===== src/rtl/cam_lane_aligner.sv =====
// Camera lane aligner.
// Each deserialised lane hunts for the imager training word by issuing
// bitslip pulses until MATCH_N consecutive training words are seen, or
// gives up after MAX_SLIPS slips. All lanes train in parallel and
// independently; busy/done summarise the whole group.
module cam_lane_aligner #(
   parameter int             LANES     = 5,
   parameter int             W         = 8,
   parameter logic [W-1:0]   TRAIN     = 8'hA5,
   parameter int             MATCH_N   = 16,
   parameter int             SLIP_WAIT = 4,
   parameter int             MAX_SLIPS = 2*W
) (
   input  logic                 c,
   input  logic                 rst_n,
   input  logic                 start,
   input  logic                 rx_locked,
   input  logic [LANES*W-1:0]   rxd,
   output logic [LANES-1:0]     bitslip,
   output logic [LANES-1:0]     aligned,
   output logic [LANES-1:0]     failed,
   output logic                 busy,
   output logic                 done
);

   localparam logic [2:0] ST_IDLE    = 3'd0;
   localparam logic [2:0] ST_CHECK   = 3'd1;
   localparam logic [2:0] ST_SLIP    = 3'd2;
   localparam logic [2:0] ST_WAIT    = 3'd3;
   localparam logic [2:0] ST_ALIGNED = 3'd4;
   localparam logic [2:0] ST_FAILED  = 3'd5;

   localparam int MCW = $clog2(MATCH_N + 1);
   localparam int WCW = $clog2(SLIP_WAIT + 1);
   localparam int SCW = $clog2(MAX_SLIPS + 1);

   localparam logic [MCW-1:0] MATCH_LAST = MCW'(MATCH_N - 1);
   localparam logic [MCW-1:0] MATCH_FULL = MCW'(MATCH_N);
   localparam logic [WCW-1:0] WAIT_LAST  = WCW'(SLIP_WAIT - 1);
   localparam logic [SCW-1:0] SLIP_FULL  = SCW'(MAX_SLIPS);

   logic [LANES-1:0][2:0]     state, state_nxt;
   logic [LANES-1:0][MCW-1:0] match_cnt, match_nxt;
   logic [LANES-1:0][WCW-1:0] wait_cnt, wait_nxt;
   logic [LANES-1:0][SCW-1:0] slip_cnt, slip_nxt;
   logic [LANES-1:0]          slip_req, aligned_nxt, failed_nxt;
   logic                      start_ok;

   // A start only counts when the link is locked and no lane is mid-training.
   always_comb begin
      start_ok = start & rx_locked & ~busy;
   end

   // Group is busy while any lane is still searching for alignment.
   always_comb begin
      busy = 1'b0;
      for (int i = 0; i < LANES; i++) begin
         if (state[i] == ST_CHECK || state[i] == ST_SLIP || state[i] == ST_WAIT) begin
            busy = 1'b1;
         end
      end
   end

   // Per-lane next-state and counter logic; lock loss overrides everything, then start.
   always_comb begin
      for (int i = 0; i < LANES; i++) begin
         state_nxt[i] = state[i];
         match_nxt[i] = match_cnt[i];
         wait_nxt[i]  = wait_cnt[i];
         slip_nxt[i]  = slip_cnt[i];
         if (!rx_locked) begin
            state_nxt[i] = ST_IDLE;
            match_nxt[i] = '0;
            wait_nxt[i]  = '0;
            slip_nxt[i]  = '0;
         end else if (start_ok) begin
            state_nxt[i] = ST_CHECK;
            match_nxt[i] = '0;
            wait_nxt[i]  = '0;
            slip_nxt[i]  = '0;
         end else begin
            case (state[i])
               ST_CHECK: begin
                  if (rxd[i*W +: W] == TRAIN) begin
                     if (match_cnt[i] == MATCH_LAST) begin
                        state_nxt[i] = ST_ALIGNED;
                        match_nxt[i] = MATCH_FULL;
                     end else if (match_cnt[i] < MATCH_FULL) begin
                        match_nxt[i] = match_cnt[i] + MCW'(1);
                     end
                  end else begin
                     match_nxt[i] = '0;
                     if (slip_cnt[i] < SLIP_FULL) begin
                        state_nxt[i] = ST_SLIP;
                     end else begin
                        state_nxt[i] = ST_FAILED;
                     end
                  end
               end
               ST_SLIP: begin
                  if (slip_cnt[i] < SLIP_FULL) begin
                     slip_nxt[i] = slip_cnt[i] + SCW'(1);
                  end
                  wait_nxt[i]  = '0;
                  state_nxt[i] = ST_WAIT;
               end
               ST_WAIT: begin
                  if (wait_cnt[i] >= WAIT_LAST) begin
                     state_nxt[i] = ST_CHECK;
                     match_nxt[i] = '0;
                     wait_nxt[i]  = '0;
                  end else begin
                     wait_nxt[i] = wait_cnt[i] + WCW'(1);
                  end
               end
               default: begin
               end
            endcase
         end
         slip_req[i]    = (state_nxt[i] == ST_SLIP);
         aligned_nxt[i] = (state_nxt[i] == ST_ALIGNED);
         failed_nxt[i]  = (state_nxt[i] == ST_FAILED);
      end
   end

   // State, counters and registered status outputs, all decoded from next state.
   always_ff @(posedge c or negedge rst_n) begin
      if (!rst_n) begin
         state     <= '0;
         match_cnt <= '0;
         wait_cnt  <= '0;
         slip_cnt  <= '0;
         bitslip   <= '0;
         aligned   <= '0;
         failed    <= '0;
         done      <= 1'b0;
      end else begin
         state     <= state_nxt;
         match_cnt <= match_nxt;
         wait_cnt  <= wait_nxt;
         slip_cnt  <= slip_nxt;
         bitslip   <= slip_req;
         aligned   <= aligned_nxt;
         failed    <= failed_nxt;
         done      <= &(aligned_nxt | failed_nxt);
      end
   end

endmodule

===== config.mk =====
export PLATFORM = sky130hd
export DESIGN_NAME = cam_lane_aligner
export DESIGN_NICKNAME = d
export VERILOG_FILES = /design/src/rtl/cam_lane_aligner.sv
export SDC_FILE = /design/constraint.sdc
export NUM_CORES = 1
export LEC_CHECK = 0
export BUFFER_PORTS_ARGS = -buffer_cell sky130_fd_sc_hd__buf_2
export CAP_MARGIN = 20
export CORE_ASPECT_RATIO = 1.25
export CORE_MARGIN = 10
export CORE_UTILIZATION = 45
export CTS_CLUSTER_SIZE = 16
export DETAILED_ROUTE_END_ITERATION = 16
export MAX_ROUTING_LAYER = met4
export PLACE_DENSITY = 0.6
export SLEW_MARGIN = 20
export SYNTH_ARGS = -nofsm -noshare
export SYNTH_HDL_FRONTEND = slang
export SYNTH_SLANG_ARGS = --single-unit

===== constraint.sdc =====
create_clock -name c -period 3.55 [get_ports c]
set_clock_uncertainty 0.05 [all_clocks]
set_input_delay 0.355 -clock c [delete_from_list [all_inputs] [get_ports c]]
set_output_delay 0.355 -clock c [all_outputs]
set_load 0.05 [all_outputs]

==> run metrics <==
result of the run=finished clean; CTS root buffer=clkbuf_16; CP dominant cell by count=ha_1; CTS tree=built; Top FF cell, synth=dfrtp_1; Sum Neg Setup Slack=0 ns; Placement Rows=44; Mapped Nets=601; Tot GR Track Use=14.8%; share of cells above drive strength 1=approximately 18%; sequential share of power=between 30% and 40%; drt initial violations=223; initial cell density of the core=between 40% and 50%; routability congestion estimate from global placement=around 0.86; largest fanout on the critical path=9; period utilization=69.3%; final hold violations=0; Final Total Pwr=between 0.003 and 0.004 W; Post-Layout Inst Area=0.00599 mm2; mean routed wirelength per cell=15.7 um; wire length of the first global-routing pass=between 15000 and 20000 um; number of max-cap violations=0; VDD IR-drop max=250 uV; most common library cell in the layout ignoring fill and taps=dfrtp_1; overall die area=0.0164 mm2; timing-limited maximum frequency=slightly above 400 MHz; Mean Syn Cell Area=9.86 um2; switching pwr=0.00129 W; buffer count from post-CTS setup fixing=0; Mapped Cells=532; min cycle time layout=2.46 ns; cell area after placement=0.00567 mm2; type of the worst setup path=reg2reg; Via density=5.71; Reg2Reg Capture Point=match_cnt[2]; Async SR Flop Fraction=100%; Synth top area share=between 40% and 50%; clock buffers created by TritonCTS=9; critical path launch point type=flop; number of antenna violations at the first check in global routing=0; post-synthesis cell area=0.00524 mm2; number of antenna-violating nets in the routed design=0; DP HPWL=8500 um; commonest cells after routing, fill and taps aside=dfrtp_1, nor2_1, buf_2; type of element capturing the critical path=flop; worst flop-to-flop path startpoint=match_cnt[0]; top cells by area in the synthesized netlist=dfrtp_1, ha_1, nor2_1; Warnings, synthesis=0; Cell variety after synth=about 80; # clock sinks=96; transition time at the pin with the least slew margin=0.938 ns; relative area change from synthesis to final layout=14.1%; post-CTS resize count=0; count of flip-flops with a built-in enable after synthesis=0; combinational group share of total power=a little under a third; final antenna diode count=0; Core Box Area=0.0115 mm2; hold_ws=0.102 ns; met3 track utilization from global routing=2.12%; total congestion overflow=0; fill cell total of the finished layout=about 1100; cell with the biggest individual delay on the critical path=o311ai_2; Bufs on Longest Clock Path=2; DRC viols=0; pre-CTS worst setup slack=around 1.1 ns; clock-pin transition on the worst setup and hold timing paths=roughly 0.07 ns; total setup violations reported at the end of the flow=0; worst path cell trace=ha_1 > and3_1 > ha_1 > or3_1 > o311ai_2 > nor2_1 > a211oi_1; largest net degree at the start of global routing=76; RSZ-0062 raised after global routing=no; # port buffers=60; post-synthesis cell type with the largest combined area=dfrtp_1; net switching share of the total power=37.9%; leakage power=2.68 nW; Final WS setup=1.09 ns; via count of the first global-routing pass=between 4000 and 5000; number of H-tree levels=3; headroom to the max-slew limit=between 30% and 40%; global-route layer with the greatest usage=met2; CP arrival=~2.7 ns; Clock Latency Late Sink=0.34 ns; net count reported at finish=~660; largest incremental delay on the critical path=0.50 ns; met2 GRT Util=23.9%; Seq cells post-synth=96; number of max-slew violations in the final report=0; class of the tightest hold or removal check=in2async; horizontal die dimension=117 um; ratio of total power to cell area=569 mW/mm2; routed wire length=11500 um; number of primary I/O pins=roughly 60; share of total power in the clock network=between 30% and 40%; r2r worst-path depth=7; M1 GR Usage=18.7%; total number of vias=4200; die height=141 um; cell internal power dissipation=0.00211 W; share of the yosys chip area belonging to registers=between 40 and 50%; register-to-register path setup slack=1.09 ns; number of iterations in the first detailed-routing pass=5; quantity of hold-fixing buffers added after cts=0; worst path required time=3.74 ns
worst max-delay path: cells and delay by family, from the launching register on:
family / cells / cell delay [ns]
DFF: 1 / 0.40
AOI/OAI and AO/OA: 2 / 0.75
adders and majority gates: 2 / 0.44
and+or+nand+nor: 3 / 0.72
per-stage QoR:
step                      std cells  util (%)
after floorplan                 532         -
after global placement          719      49.3
after detailed placement        719      49.3
after CTS                       735      52.0
after global routing            735      52.0
final                           735      52.0
cell type report:
class                      count  area, um2  share of cell area [%]
clock buffer                  11        233                    3.89
clock inverter                 5       81.3                    1.36
inverter                      22       82.6                    1.38
multi-input combinational    399       2680                    44.8
sequential                    96       2400                    40.1
tap                          138        173                    2.88
timing repair buffer          64        333                    5.56
cell families (layout without fill, tap and decap cells):
group / count (synthesis) / count (layout) / share of synthesized area (%)
xor+xnor: 15 / 15 / 2.51
mux: 8 / 8 / 1.55
buf+inv: 37 / 102 / 3.20
flops: 96 / 96 / 45.8
fa+ha+maj: 25 / 25 / 5.97
compound gates: 110 / 110 / 15.0
simple gates: 241 / 241 / 26.0
synth_stat cells, types with 6 or more instances:
cell type and number:
nor2_1 77, or3_1 9, clkbuf_1 7, nand2b_1 12, and4bb_2 6, nand3_1 15
mux2i_1 7, xor2_1 9, or4_1 7, a41oi_1 6, inv_1 22, nor3_1 18
nand4_1 7, nand4bb_1 8, dfrtp_1 96, nand2_1 31, a21oi_1 34, a211oi_1 10
and3_1 6, xnor2_1 6, nor2b_1 10, ha_1 25, o21ai_0 13
power by group through the flow:
| stage | registers [W] | clock network (W) | logic, W |
|---|---|---|---|
| after floorplan | 0.00132 | 0 | 0.000794 |
| after global placement | 0.00131 | 0 | 0.00108 |
| after detailed placement | 0.00132 | 0 | 0.00108 |
| after CTS | 0.00129 | 0.00105 | 0.00109 |
| after global routing | 0.00132 | 0.00109 | 0.00119 |
| final | 0.00130 | 0.00103 | 0.00108 |
sequential cells by signal, summed over array words and instances, names as in the netlist:
name       flops
wait_cnt      15
state         15
failed         5
slip_cnt      25
bitslip        5
match_cnt     25
done           1
aligned        5
how the worst max path moves through the flow:
| stage | start | to | slack (ns) |
|---|---|---|---|
| 2_1_floorplan | match_cnt[0] | match_cnt[2] | 1.33 |
| 3_3_place_gp | match_cnt[0] | match_cnt[2] | 1.20 |
| 3_5_place_dp | match_cnt[0] | match_cnt[2] | 1.11 |
| 4_1_cts | match_cnt[0] | match_cnt[2] | 1.10 |
| 5_1_grt | match_cnt[0] | match_cnt[2] | 0.96 |
| 6_report | match_cnt[0] | match_cnt[2] | 1.09 |
layer usage:
layer  routed length [um]  vias to the layer above
met5                    0                        -
met4                  175                        0
met3                  490                       12
met2                 5600                       74
met1                 5260                     2052
li1                     -                     2062
No activity file was read; power rests on OpenSTA's default activity.
